File: src/rtl/vx_dispatch_split.sv
// Splits one issued warp instruction into NUM_THREADS/NUM_LANES execute packets,
// skipping batches with an empty thread-mask slice, behind a registered output stage.
module vx_dispatch_lane #(
    parameter int NUM_THREADS = 8,
    parameter int NUM_LANES   = 2,
    parameter int XLEN        = 32,
    parameter int PID_WIDTH   = 2,
    parameter int LANE        = 0
) (
    input  logic [PID_WIDTH-1:0]              pid_i,
    input  logic [NUM_THREADS-1:0]            tmask_i,
    input  logic [NUM_THREADS-1:0][XLEN-1:0]  rs1_i,
    input  logic [NUM_THREADS-1:0][XLEN-1:0]  rs2_i,
    input  logic [NUM_THREADS-1:0][XLEN-1:0]  rs3_i,
    output logic                              tmask_o,
    output logic [XLEN-1:0]                   rs1_o,
    output logic [XLEN-1:0]                   rs2_o,
    output logic [XLEN-1:0]                   rs3_o
);
    localparam int TW = (NUM_THREADS > 1) ? $clog2(NUM_THREADS) : 1;

    logic [TW-1:0] idx;

    assign idx     = TW'(pid_i) * TW'(NUM_LANES) + TW'(LANE);
    assign tmask_o = tmask_i[idx];
    assign rs1_o   = rs1_i[idx];
    assign rs2_o   = rs2_i[idx];
    assign rs3_o   = rs3_i[idx];
endmodule

module vx_dispatch_split #(
    parameter int NUM_THREADS = 8,
    parameter int NUM_LANES   = 2,
    parameter int XLEN        = 32,
    parameter int NW_WIDTH    = 2,
    parameter int UUID_WIDTH  = 44,
    parameter int PC_BITS     = 30,
    parameter int NR_BITS     = 6,
    parameter int OP_BITS     = 4,
    parameter int ARGS_BITS   = 16,
    parameter int VL_WIDTH    = 1,
    localparam int NUM_PIDS   = NUM_THREADS / NUM_LANES,
    localparam int PID_WIDTH  = (NUM_PIDS > 1) ? $clog2(NUM_PIDS) : 1
) (
    input  logic                              clk_i,
    input  logic                              reset_n_i,
    input  logic                              in_valid_i,
    output logic                              in_ready_o,
    input  logic [UUID_WIDTH-1:0]             in_uuid_i,
    input  logic [VL_WIDTH-1:0]               in_lid_i,
    input  logic [NW_WIDTH-1:0]               in_wid_i,
    input  logic [PC_BITS-1:0]                in_pc_i,
    input  logic [OP_BITS-1:0]                in_op_type_i,
    input  logic [ARGS_BITS-1:0]              in_op_args_i,
    input  logic                              in_wb_i,
    input  logic [NR_BITS-1:0]                in_rd_i,
    input  logic [NUM_THREADS-1:0]            in_tmask_i,
    input  logic [NUM_THREADS-1:0][XLEN-1:0]  in_rs1_data_i,
    input  logic [NUM_THREADS-1:0][XLEN-1:0]  in_rs2_data_i,
    input  logic [NUM_THREADS-1:0][XLEN-1:0]  in_rs3_data_i,
    output logic                              out_valid_o,
    input  logic                              out_ready_i,
    output logic [UUID_WIDTH-1:0]             out_uuid_o,
    output logic [VL_WIDTH-1:0]               out_lid_o,
    output logic [NW_WIDTH-1:0]               out_wid_o,
    output logic [PC_BITS-1:0]                out_pc_o,
    output logic [OP_BITS-1:0]                out_op_type_o,
    output logic [ARGS_BITS-1:0]              out_op_args_o,
    output logic                              out_wb_o,
    output logic [NR_BITS-1:0]                out_rd_o,
    output logic [NUM_LANES-1:0]              out_tmask_o,
    output logic [NUM_LANES-1:0][XLEN-1:0]    out_rs1_data_o,
    output logic [NUM_LANES-1:0][XLEN-1:0]    out_rs2_data_o,
    output logic [NUM_LANES-1:0][XLEN-1:0]    out_rs3_data_o,
    output logic [PID_WIDTH-1:0]              out_pid_o,
    output logic                              out_sop_o,
    output logic                              out_eop_o
);
    typedef struct packed {
        logic [UUID_WIDTH-1:0] uuid;
        logic [VL_WIDTH-1:0]   lid;
        logic [NW_WIDTH-1:0]   wid;
        logic [PC_BITS-1:0]    pc;
        logic [OP_BITS-1:0]    op_type;
        logic [ARGS_BITS-1:0]  op_args;
        logic                  wb;
        logic [NR_BITS-1:0]    rd;
    } meta_t;

    typedef enum logic {IDLE, SPLIT} state_e;

    state_e                           state_q, state_d;
    logic [PID_WIDTH-1:0]             cur_pid_q, cur_pid_d;
    logic [NUM_PIDS-1:0]              active;
    logic [PID_WIDTH-1:0]             sel;
    logic                             more;
    logic                             load_slot, load, eop;

    meta_t                            in_meta, meta_q;
    logic                             out_valid_q, sop_q, eop_q;
    logic [PID_WIDTH-1:0]             pid_q;
    logic [NUM_LANES-1:0]             lane_tmask, tmask_q;
    logic [NUM_LANES-1:0][XLEN-1:0]   lane_rs1, lane_rs2, lane_rs3;
    logic [NUM_LANES-1:0][XLEN-1:0]   rs1_q, rs2_q, rs3_q;

    assign in_meta = '{uuid: in_uuid_i, lid: in_lid_i, wid: in_wid_i, pc: in_pc_i,
                       op_type: in_op_type_i, op_args: in_op_args_i, wb: in_wb_i, rd: in_rd_i};

    for (genvar b = 0; b < NUM_PIDS; b++) begin : g_active
        assign active[b] = |in_tmask_i[b*NUM_LANES +: NUM_LANES];
    end

    // An all-zero mask falls through with sel=0 and no batch above it, giving the lone sop+eop packet.
    always_comb begin
        sel  = '0;
        more = 1'b0;
        for (int b = NUM_PIDS - 1; b >= 0; b--) begin
            if (active[b] && b >= int'(cur_pid_q)) sel = PID_WIDTH'(b);
        end
        for (int b = 0; b < NUM_PIDS; b++) begin
            if (active[b] && b > int'(sel)) more = 1'b1;
        end
    end

    assign load_slot  = !out_valid_q || out_ready_i;
    assign load       = load_slot && in_valid_i;
    assign eop        = !more;
    assign in_ready_o = load && eop;

    always_comb begin
        state_d   = state_q;
        cur_pid_d = cur_pid_q;
        if (load) begin
            if (eop) begin
                state_d   = IDLE;
                cur_pid_d = '0;
            end else begin
                state_d   = SPLIT;
                cur_pid_d = sel + PID_WIDTH'(1);
            end
        end
    end

    always_ff @(posedge clk_i or negedge reset_n_i) begin
        if (!reset_n_i) begin
            state_q   <= IDLE;
            cur_pid_q <= '0;
        end else begin
            state_q   <= state_d;
            cur_pid_q <= cur_pid_d;
        end
    end

    for (genvar l = 0; l < NUM_LANES; l++) begin : g_lane
        vx_dispatch_lane #(
            .NUM_THREADS (NUM_THREADS),
            .NUM_LANES   (NUM_LANES),
            .XLEN        (XLEN),
            .PID_WIDTH   (PID_WIDTH),
            .LANE        (l)
        ) u_lane (
            .pid_i   (sel),
            .tmask_i (in_tmask_i),
            .rs1_i   (in_rs1_data_i),
            .rs2_i   (in_rs2_data_i),
            .rs3_i   (in_rs3_data_i),
            .tmask_o (lane_tmask[l]),
            .rs1_o   (lane_rs1[l]),
            .rs2_o   (lane_rs2[l]),
            .rs3_o   (lane_rs3[l])
        );
    end

    always_ff @(posedge clk_i or negedge reset_n_i) begin
        if (!reset_n_i) begin
            out_valid_q <= 1'b0;
            meta_q      <= '0;
            tmask_q     <= '0;
            rs1_q       <= '0;
            rs2_q       <= '0;
            rs3_q       <= '0;
            pid_q       <= '0;
            sop_q       <= 1'b0;
            eop_q       <= 1'b0;
        end else begin
            if (load_slot) out_valid_q <= in_valid_i;
            if (load) begin
                meta_q  <= in_meta;
                tmask_q <= lane_tmask;
                rs1_q   <= lane_rs1;
                rs2_q   <= lane_rs2;
                rs3_q   <= lane_rs3;
                pid_q   <= sel;
                sop_q   <= (state_q == IDLE);
                eop_q   <= eop;
            end
        end
    end

    assign out_valid_o    = out_valid_q;
    assign out_uuid_o     = meta_q.uuid;
    assign out_lid_o      = meta_q.lid;
    assign out_wid_o      = meta_q.wid;
    assign out_pc_o       = meta_q.pc;
    assign out_op_type_o  = meta_q.op_type;
    assign out_op_args_o  = meta_q.op_args;
    assign out_wb_o       = meta_q.wb;
    assign out_rd_o       = meta_q.rd;
    assign out_tmask_o    = tmask_q;
    assign out_rs1_data_o = rs1_q;
    assign out_rs2_data_o = rs2_q;
    assign out_rs3_data_o = rs3_q;
    assign out_pid_o      = pid_q;
    assign out_sop_o      = sop_q;
    assign out_eop_o      = eop_q;

    // The split indexes the held input, so the instruction must stay presented until eop loads.
    a_hold_valid: assert property (@(posedge clk_i) disable iff (!reset_n_i)
                                   (state_q == SPLIT) |-> in_valid_i);
endmodule
File: config.mk
export PLATFORM = sky130hd
export DESIGN_NAME = vx_dispatch_split
export DESIGN_NICKNAME = d
export VERILOG_FILES = /design/src/rtl/vx_dispatch_split.sv
export SDC_FILE = /design/constraint.sdc
export NUM_CORES = 1
export LEC_CHECK = 0
export ABC_AREA = 1
export BUFFER_PORTS_ARGS = -buffer_cell sky130_fd_sc_hd__buf_2
export CORE_AREA = 5 5 454 456
export DETAILED_ROUTE_END_ITERATION = 6
export DIE_AREA = 0 0 459 461
export PLACE_DENSITY = 0.3
export SYNTH_ARGS = -nofsm -noshare
export SYNTH_HDL_FRONTEND = slang
export SYNTH_HIERARCHICAL = 1
export SYNTH_SLANG_ARGS = --single-unit
File: constraint.sdc
create_clock -name clk_i -period 2.4 [get_ports clk_i]
set_clock_uncertainty 0.15 [all_clocks]
set_input_delay 0 -clock clk_i [delete_from_list [all_inputs] [get_ports clk_i]]
set_output_delay 0 -clock clk_i [all_outputs]
set_load 0.02 [all_outputs]
==> summary.md, run 1 <==
| Metric | Value |
|---|---|
| Outcome | complete, but fails checks |
| Failing checks | setup timing |
| Final hold vios | 0 |
| Core area | 0.201 mm² |
| CTS tree | built |
| # DRC | 0 |
| PortBufs | about 1200 |
| Logic pwr share | roughly two thirds |
| Placer Congestion | 0.913 |
| Crit path launch type | flop |
| Crit path time final | about 2.5 ns |
| Crit path capture | in_ready_o |
| Max cap viols | 0 |
| Peak supply drop | 0.475 mV |
| Switching pwr | ~0.025 W |
| FF+latch count, synth | 306 |
| Crit path cell chain | nand2_1 -> o21ai_2 -> o21ai_1 -> nand2_1 -> nand2_4 -> buf_12 -> inv_16 -> buf_6 -> ha_4 -> o21a_1 -> nand2_2 -> nor2_4 -> buf_6 |
| Pins over their slew limit | 0 |
| Initial Utilization | 10.5% |
| Data required, critical path | 2.25 ns |
| Synth Cell Area | 0.0211 mm² |
| Number of CTS-inserted buffers | 46 |
| Final nets | between 6000 and 7000 |
| Sequential Power Share | between 15 and 20% |
| First-pass GRT wire length | 231 mm |
| Post-route setup slack | -0.130 ns |
| Hold Path Class | in -> reg |
| Critical R2R Capture | out_rs1_data_o[33]$_DFFE_PN0P_ |
| Most common cell after layout, fill and taps aside | nand2_1 |
| CP Capture Type | output port |
| Tot Pwr | 0.0505 W |
| Syn Nets | 4472 |
| Area Overhead vs Synth | 137% |
| Synth warnings | 6 |
| Via count | approximately 30000 |
| Clock root cell | clkbuf_16 |
| FF/Latch Area | 0.00766 mm² |
| Critical path's largest stage delay | 0.40 ns |
| Power density over the cells | 1010 mW/mm² |
| Longest Clk Path Bufs | 3 |
| Vias in the first global route | 32614 |
| Fillers | 22443 |
| I/O Pins | around 1200 |
| Largest net degree at the start of global routing | 106 |
| Drt initial violations | 1263 |
| Worst rel slew slack | 51.7% |
| Post-detailed-route wirelength per cell | 20.0 µm |
| Vias per Instance | about 3.5 |
| Tcrit/Tclk final | 105% |
| Placed Area | 0.0311 mm² |
| Part of the Yosys area used for sequential elements | 36.4% |
| Tightest Pin Transition | around 0.72 ns |
| Final ANT Viol Nets | 0 |
| DP Wirelength | about 130 mm |
| Initial antenna violation count | 31 |
| Finished layout cell area | between 0.04 and 0.05 mm² |
| Grt total ovfl | 0 |
| Cell leakage power | between 20 and 30 nW |
| Multi-input gate area | 0.0131 mm² |
| Setup violations, final | 31 |
| CP Max Fanout | 4 |
| Fmax | approximately 0.40 GHz |
| RR Startpoint | cur_pid_q[1]$_DFFE_PN0P_ |
| Gr usage total | 15.0% |
| Crit-path slowest cell | dfrtp_1 |
| CP Data Arrival Time | 2.38 ns |
| CTS Sinks | 306 |
| Crit path from | cur_pid_q[1]$_DFFE_PN0P_ |
| Unrepaired setup endpoints after global routing | true |
| Reg2reg setup slack | -0.07 ns |
| DRT Pass-1 Iters | 7 |
| Die Area | 0.212 mm² |
| Switching part of the total power | 48.8% |
| Reg clk slew, reported paths | roughly 0.060 ns |
| Num rows | 165 |
| Int Power | around 0.026 W |
| H-tree levels | 2 |
| Post-Synthesis Cells | 3585 |
| Layout cell share with drive strength beyond 1 | 39.3% |
| Clock Latency Late Sink | 0.66 ns |
| R2R depth | 18 |
| Most frequent cells in the layout | nand2_1 (1378), buf_2 (1185), dlygate4sd3_1 (1075) |
| Die height | 461 µm |
| Width of the die | 459 µm |
| Final WL | 174 mm |
| Clk pwr share | between 10% and 20% |
| Setup CP Type | reg -> out |
| Synth unique cells | 18 |
| Syn avg cell area | 5.87 µm² |
-- worst max-delay path: cells and delay by family, from the launching register on --
kind | cells | cell delay (ns)
simple gates | 5 | 0.45
buf+inv | 4 | 0.42
flops | 1 | 0.40
compound gates | 3 | 0.30
fa+ha+maj | 1 | 0.14
-- registers in the layout, summed over array words and instances (netlist names) --
signal	cells
cur_pid_q	2
out_eop_o	1
out_lid_o	1
out_op_args_o	16
out_op_type_o	4
out_pc_o	30
out_pid_o	2
out_rd_o	6
out_rs1_data_o	64
out_rs2_data_o	64
out_rs3_data_o	64
out_sop_o	1
out_tmask_o	2
out_uuid_o	44
out_valid_o	1
out_wb_o	1
out_wid_o	2
state_q	1
-- cells in the mapped netlist, drive strengths merged --
cell type	number	area [µm²]
nor2	13	51.3
nand2	1883	7070
o21ai	6	30.0
nand3	389	1950
buf	179	1220
a21oi	1	5.00
clkbuf	16	60.1
ha	3	37.5
dfrtp	306	7660
inv	788	2970
o21a	1	7.51
-- stage by stage --
step	util [%]	TNS (ns)	worst slack, ns	cells	hold WS (ns)
CTS	21.9	-10.10	-0.227	8614	0.00135
finish	24.7	-1.08	-0.130	8714	0.0287
global placement	15.4	-2.92	-0.104	7437	-0.0686
detailed placement	15.4	-2.63	-0.110	7437	-0.0682
floorplan	-	0	0.566	3585	-0.446
global route	24.7	-17.61	-0.303	8710	0.0191
-- worst min path at each step --
stage                   from  depth (start not counted)  slack, ns                              to
2_1_floorplan      reset_n_i                          0      -0.45        cur_pid_q[0]$_DFFE_PN0P_
3_3_place_gp       reset_n_i                          1      -0.07  out_rs1_data_o[56]$_DFFE_PN0P_
3_5_place_dp       reset_n_i                          1      -0.07  out_rs1_data_o[56]$_DFFE_PN0P_
4_1_cts        in_uuid_i[14]                          4      0.001      out_uuid_o[14]$_DFFE_PN0P_
5_1_grt        in_uuid_i[14]                          4       0.02      out_uuid_o[14]$_DFFE_PN0P_
6_report       in_uuid_i[14]                          4       0.03      out_uuid_o[14]$_DFFE_PN0P_
-- per-layer routing --
layer	up-vias	wire [µm]	part of all wire, %	GRT usage (%)
li1	15123	-	-	-
met1	14409	67700	39	17.0
met4	14	6570	3.8	5.02
met5	-	96	0.055	0
met3	216	13900	8.0	4.93
met2	1074	85600	49	26.4
-- power by group through the flow --
| stage | Combinational, W | Sequential [W] | Clock [W] |
|---|---|---|---|
| detailed placement | 0.0234 | 0.00857 | 0 |
| finish | 0.0345 | 0.00845 | 0.00759 |
| floorplan | 0.00977 | 0.0106 | 0 |
| global route | 0.0372 | 0.00872 | 0.00813 |
| global placement | 0.0235 | 0.00859 | 0 |
| CTS | 0.0262 | 0.00853 | 0.00800 |
-- kinds of logic (layout without fill, tap and decap cells) --
family                     after synthesis  after routing  share of synthesized area, %
DFF                                    306            306                          36.4
and+or+nand+nor                       2285           2285                          43.1
buffers and inverters                  983           3417                          20.2
other                                    0             23                             0
AOI/OAI and AO/OA                        8              8                         0.202
adders and majority gates                3              3                         0.178
-- area by class of cell --
type | count | share of cell area, %
antenna | 23 | 0.116
clock buffer | 59 | 2.57
clock inverter | 26 | 0.726
inverter | 788 | 6.13
multi-input combinational | 2296 | 26.3
sequential | 306 | 15.4
tap | 2672 | 6.71
timing repair buffer | 2543 | 42.1
timing repair inverter | 1 | 0.0327
-- what timing repair did --
item	CTS	global route
setup endpoints to repair	127	253
resized for setup	49	1181
hold buffers	1076	0
buffers inserted	10	55
gates cloned	6	38
pin swaps	7	513
hold endpoints to repair	612	0
Power figures use the tool's default switching activity.
==> run 2, diff against run 1 <==
==> constraint.sdc (replaced) <==
create_clock -name clk_i -period 2.8 [get_ports clk_i]
set_clock_uncertainty 0.15 [all_clocks]
set_input_delay 0 -clock clk_i [delete_from_list [all_inputs] [get_ports clk_i]]
set_output_delay 0 -clock clk_i [all_outputs]
set_load 0.02 [all_outputs]
==> summary.md, run 2 (same netlist as run 1, synthesis figures left out) <==
| Metric | Value |
|---|---|
| Outcome | completed |
| Die Area | around 0.21 mm² |
| Placer Congestion | 0.905 |
| R2R depth | 16 |
| Tot Pwr | 0.0349 W |
| First-pass GRT wire length | 231 mm |
| Final nets | 6773 |
| RR Startpoint | cur_pid_q[1]$_DFFE_PN0P_ |
| Vias in the first global route | around 33000 |
| Setup CP Type | reg -> reg |
| Crit path cell chain | inv_1 -> nand2_1 -> nor2_2 -> inv_2 -> nand2_2 -> bufinv_16 -> buf_4 -> buf_12 -> inv_16 -> buf_16 -> buf_4 -> nand2_1 -> nand3_1 -> nand2_1 -> nand2_1 -> nand2_1 |
| Most common cell after layout, fill and taps aside | nand2_1 |
| Power density over the cells | 796 mW/mm² |
| Clock root cell | clkbuf_16 |
| Post-route setup slack | 0.130 ns |
| Hold Path Class | in -> reg |
| DRT Pass-1 Iters | 5 |
| Drt initial violations | 1361 |
| TNS Setup | 0 ns |
| Reg clk slew, reported paths | 0.06 ns |
| Final WL | between 150 and 200 mm |
| Critical R2R Capture | out_rs2_data_o[39]$_DFFE_PN0P_ |
| Die height | 461 µm |
| Initial Utilization | 10.5% |
| CTS Sinks | 306 |
| Initial antenna violation count | 24 |
| Top cell by count, worst path | nand2_1 |
| CP Data Arrival Time | 3.06 ns |
| Tightest Pin Transition | approximately 0.68 ns |
| Area Overhead vs Synth | 108% |
| Clock Latency Late Sink | approximately 0.69 ns |
| Reg2reg setup slack | 0.13 ns |
| Number of CTS-inserted buffers | 48 |
| Tcrit/Tclk final | 95.4% |
| Final ANT Viol Nets | 0 |
| DP Wirelength | 129 mm |
| PortBufs | about 1200 |
| Max cap viols | 0 |
| CP Max Fanout | 15 |
| Crit-path slowest cell | dfrtp_1 |
| Data required, critical path | 3.19 ns |
| Crit path from | cur_pid_q[1]$_DFFE_PN0P_ |
| Post-detailed-route wirelength per cell | 19.3 µm |
| Num rows | 165 |
| Setup WS pre-CTS | roughly 0.15 ns |
| Crit path time final | 2.67 ns |
| Cell leakage power | 25.2 nW |
| Peak supply drop | 0.479 mV |
| Largest net degree at the start of global routing | 100 |
| Critical path's largest stage delay | 0.41 ns |
| CTS tree | built |
| Core area | 0.201 mm² |
| Final hold vios | 0 |
| Crit path capture | out_rs2_data_o[39]$_DFFE_PN0P_ |
| Vias per Instance | approximately 3.5 |
| H-tree levels | 2 |
| CP Capture Type | flop |
| Via count | 29973 |
| Pins over their slew limit | 0 |
| Gr usage total | between 10% and 20% |
| Longest Clk Path Bufs | 3 |
| Crit path launch type | flop |
| Most frequent cells in the layout | nand2_1 (1879), buf_2 (1185), dlygate4sd3_1 (1114) |
| Width of the die | 459 µm |
| Worst rel slew slack | 54.7% |
| Fmax | 0.374 GHz |
| I/O Pins | 1188 |
| Setup violations, final | 0 |
| # DRC | 0 |
| Layout cell share with drive strength beyond 1 | 24.1% |
| Grt total ovfl | 0 |
| Unrepaired setup endpoints after global routing | true |
==> run 2: cell types whose count changed in the layout (fill, tap and decap cells not counted), sizes merged <==
cell and change:
buf -110, dlygate4sd3 +39, clkbuf -17, clkinv -9, diode -5, bufbuf +3, clkinvlp -2
==> run 2: worst min path at each step <==
| stage | from | end | cells past startpoint |
|---|---|---|---|
| floorplan | reset_n_i | cur_pid_q[0]$_DFFE_PN0P_ | 0 |
| global placement | reset_n_i | out_rs3_data_o[57]$_DFFE_PN0P_ | 1 |
| detailed placement | reset_n_i | out_rs3_data_o[57]$_DFFE_PN0P_ | 1 |
| CTS | in_rs1_data_i[97] | out_rs1_data_o[33]$_DFFE_PN0P_ | 9 |
| global route | in_rs1_data_i[97] | out_rs1_data_o[33]$_DFFE_PN0P_ | 9 |
| finish | in_rs1_data_i[97] | out_rs1_data_o[33]$_DFFE_PN0P_ | 9 |
==> run 2: layout make-up <==
cell class | instances | area, µm²
Timing Repair Buffer | 2446 | 18900
Inverter | 788 | 3050
Clock buffer | 71 | 1390
Clock inverter | 16 | 263
Sequential cell | 306 | 7660
Tap cell | 2672 | 3340
Multi-Input combinational cell | 2296 | 9220
Fill cell | 22900 | 157000
Antenna cell | 18 | 45.0
==> run 2: worst max-delay path, delay by kind of cell, from the launching register on <==
family	cells	cell delay, ns
AND/OR/NAND/NOR	8	0.72
flip-flops	1	0.41
buffers and inverters	8	1.15
==> run 2: through the flow <==
| step | util (%) | hold slack [ns] | cell area [µm²] | cells |
|---|---|---|---|---|
| 2_1_floorplan | - | -0.446 | 21100 | 3585 |
| 3_3_place_gp | 15.2 | -0.0368 | 30500 | 7375 |
| 3_5_place_dp | 15.2 | -0.0368 | 30500 | 7375 |
| 4_1_cts | 21.7 | 0.00786 | 43600 | 8589 |
| 5_1_grt | 21.8 | 0.0560 | 43800 | 8607 |
| 6_report | 21.8 | 0.0670 | 43900 | 8613 |
==> run 2: metal layers <==
| metal | share of wire [%] | vias up | track usage [%] |
|---|---|---|---|
| met5 | 0.051 | - | 0 |
| met4 | 3.7 | 12 | 5.10 |
| met3 | 7.9 | 196 | 4.74 |
| met1 | 40 | 13818 | 17.0 |
| li1 | - | 14907 | - |
| met2 | 48 | 1040 | 26.3 |
==> run 2: report_power, final <==
| group | internal [W] | switching, W |
|---|---|---|
| clock network | 0.00382 | 0.00262 |
| logic | 0.00756 | 0.0137 |
| registers | 0.00610 | 0.00111 |
| total | 0.0175 | 0.0174 |
==> run 2: timing repair <==
item / CTS / global route
buffers inserted: 8 / 4
hold endpoints to repair: 612 / 0
setup endpoints to repair: 1 / 130
hold buffers: 1116 / 0
pin swaps: 4 / 11
resized for setup: 12 / 24
gates cloned: 3 / 4
==> run 3, diff against run 2 <==
--- a/config.mk
+++ b/config.mk
@@ -5,11 +5,11 @@
 export SDC_FILE = /design/constraint.sdc
 export NUM_CORES = 1
 export LEC_CHECK = 0
-export ABC_AREA = 1
+export ABC_AREA = 0
 export BUFFER_PORTS_ARGS = -buffer_cell sky130_fd_sc_hd__buf_2
-export CORE_AREA = 5 5 454 456
+export CORE_AREA = 5 5 462 464
 export DETAILED_ROUTE_END_ITERATION = 6
-export DIE_AREA = 0 0 459 461
+export DIE_AREA = 0 0 467 469
 export PLACE_DENSITY = 0.3
 export SYNTH_ARGS = -nofsm -noshare
 export SYNTH_HDL_FRONTEND = slang
==> summary.md, run 3 <==
| Metric | Value |
|---|---|
| Outcome | completed |
| Initial antenna violation count | 52 |
| Pins over their slew limit | 0 |
| Die Area | around 0.22 mm² |
| Drt initial violations | 1020 |
| First-pass GRT wire length | ~190 mm |
| Data required, critical path | around 3.2 ns |
| PortBufs | around 1200 |
| Ys flop type | dfrtp_1 |
| Number of CTS-inserted buffers | 46 |
| Synth warnings | 6 |
| Num rows | 168 |
| Vias per Instance | 3.23 |
| Yosys top cell area share | 47.1% |
| Setup violations, final | 0 |
| Tot Pwr | 0.0287 W |
| CP Data Arrival Time | 3.07 ns |
| Most common cell after layout, fill and taps aside | buf_2 |
| Post-synth top cells | nand2_1 (900), dfrtp_1 (306), mux4_2 (194) |
| I/O Pins | 1188 |
| Largest net degree at the start of global routing | 92 |
| Post-Synthesis Cells | 1541 |
| Area Overhead vs Synth | 136% |
| Placer Congestion | 0.856 |
| Met1 Usage GRT | 14.6% |
| Most frequent cells in the layout | buf_2 (1185), dlygate4sd3_1 (1034), nand2_1 (899) |
| Crit path time final | 2.69 ns |
| H-tree levels | 2 |
| RR Startpoint | cur_pid_q[1]$_DFFE_PN0P_ |
| Clock Latency Late Sink | 0.63 ns |
| Critical R2R Capture | out_rs1_data_o[21]$_DFFE_PN0P_ |
| Part of the Yosys area used for sequential elements | 47.1% |
| Fmax | 0.371 GHz |
| Synth Cell Area | about 0.016 mm² |
| Final ANT Viol Nets | 0 |
| Fillers | 23113 |
| Syn Nets | ~2400 |
| Leading area contributor after synthesis | dfrtp_1 |
| Max cap viols | 0 |
| Crit path launch type | flop |
| Clock root cell | clkbuf_16 |
| FF+latch count, synth | 306 |
| WHS | 0.0522 ns |
| Initial Utilization | 7.79% |
| R2R depth | 9 |
| Non-Filler Instances | roughly 6700 |
| Vias in the first global route | around 24000 |
| Hold Path Class | in -> async |
| Setup CP Type | reg -> reg |
| CP Capture Type | flop |
| Syn avg cell area | 10.5 µm² |
| Tcrit/Tclk final | 96.1% |
| Tightest Pin Transition | 0.608 ns |
| Die height | 469 µm |
| Via count | between 20000 and 25000 |
| Most frequent cell after synthesis | nand2_1 |
| Dpl cells | 5501 |
| GR Layer Usage met2 | 22.9% |
| Width of the die | 467 µm |
| Synth unique cells | 23 |
| Final WL | around 150 mm |
| Final nets | 4684 |
| Final hold vios | 0 |
| Post-detailed-route wirelength per cell | 22.2 µm |
| Gr busiest metal | met2 |
| Layout cell share with drive strength beyond 1 | roughly two fifths |
| DRT Pass-1 Iters | 5 |
| Grt met3 use | 3.65% |
| Number of enable flip-flop cells after synthesis | 0 |
| Cell leakage power | between 15 and 20 nW |
| Longest Clk Path Bufs | 3 |
| Reg clk slew, reported paths | roughly 0.060 ns |
| Peak supply drop | ~0.44 mV |
| Grt total ovfl | 0 |
| CTS tree | built |
| # DRC | 0 |
| FFs w/ async S/R, synth | 100% |
| Power density over the cells | 751 mW/mm² |
| Reg2reg setup slack | 0.11 ns |
| DP Wirelength | 119 mm |
| Gr usage total | around an eighth |
| Worst rel slew slack | 59.5% |
| CP Max Fanout | 10 |
| Ranking of synthesized cells by area | dfrtp_1 (47%), mux4_2 (27%), nand2_1 (21%) |
| Core area | 0.209 mm² |
| CTS Sinks | 306 |
run 3: how the worst max path moves through the flow:
stage,start,endpoint
4_1_cts,cur_pid_q[1]$_DFFE_PN0P_,out_rs1_data_o[9]$_DFFE_PN0P_
3_5_place_dp,cur_pid_q[1]$_DFFE_PN0P_,out_rs1_data_o[54]$_DFFE_PN0P_
5_1_grt,cur_pid_q[1]$_DFFE_PN0P_,in_ready_o
6_report,cur_pid_q[1]$_DFFE_PN0P_,out_rs1_data_o[21]$_DFFE_PN0P_
3_3_place_gp,cur_pid_q[1]$_DFFE_PN0P_,out_rs3_data_o[25]$_DFFE_PN0P_
2_1_floorplan,cur_pid_q[1]$_DFFE_PN0P_,out_rs1_data_o[10]$_DFFE_PN0P_
run 3: final cells by class:
cell class	count	area, µm²	area share [%]
clock buffers	68	1340	3.51
repair buffers	2319	17500	45.7
well taps	2805	3510	9.17
flip-flops and latches	306	7660	20.0
clock inverters	15	174	0.454
diodes	15	37.5	0.0980
inverters	2	60.1	0.157
multi-input cells	1122	7990	20.9
run 3: cell families after synthesis:
| logic type | count (synthesis) | synth area share, % |
|---|---|---|
| adder cells (fa/ha/maj) | 3 | 0.231 |
| AND/OR/NAND/NOR | 911 | 21.1 |
| buffers and inverters | 113 | 3.87 |
| flip-flops | 306 | 47.1 |
| AO/OA/AOI/OAI | 14 | 0.785 |
| multiplexers | 194 | 26.9 |
run 3: power by group:
group	internal (W)	switching [W]	leakage [nW]
sequential	0.00587	0.00100	3.75
combinational	0.00695	0.00888	13.6
clock	0.00352	0.00253	0.742
run 3: per-stage QoR:
stage	utilization, %	cell area [µm²]	TNS [ns]	setup WS [ns]
5_1_grt	18.3	38300	-0.00689	-0.00689
6_report	18.3	38300	0	0.108
2_1_floorplan	-	16300	0	0.503
3_5_place_dp	12.5	26000	0	0.168
4_1_cts	18.2	38000	0	0.0221
3_3_place_gp	12.5	26000	0	0.159
run 3: layer usage:
metal  part of all wire, %  up-vias
li1                      -     9732
met3                   7.8      201
met4                   3.3       18
met2                    50     1076
met1                    39    10492
met5                 0.087        -
run 3: worst max-delay path: stages, from the launching register on:
cell           delay (ns)
dfrtp_2              0.43
o21bai_2             0.21
o21ai_1              0.11
o21ai_2              0.10
bufinv_16            0.22
buf_16               0.15
mux4_2               0.52
nand2_1              0.07
dlygate4sd3_1        0.55
nand2_1              0.05
run 3: repair_timing:
item                                    4_1_cts  5_1_grt
buffers inserted                              2       12
pin swaps                                     1        1
hold endpoints to repair                    612        0
endpoints found under the setup margin        1       11
hold buffers                               1036        0
gates cloned                                  1        2
resized for setup                             4       16
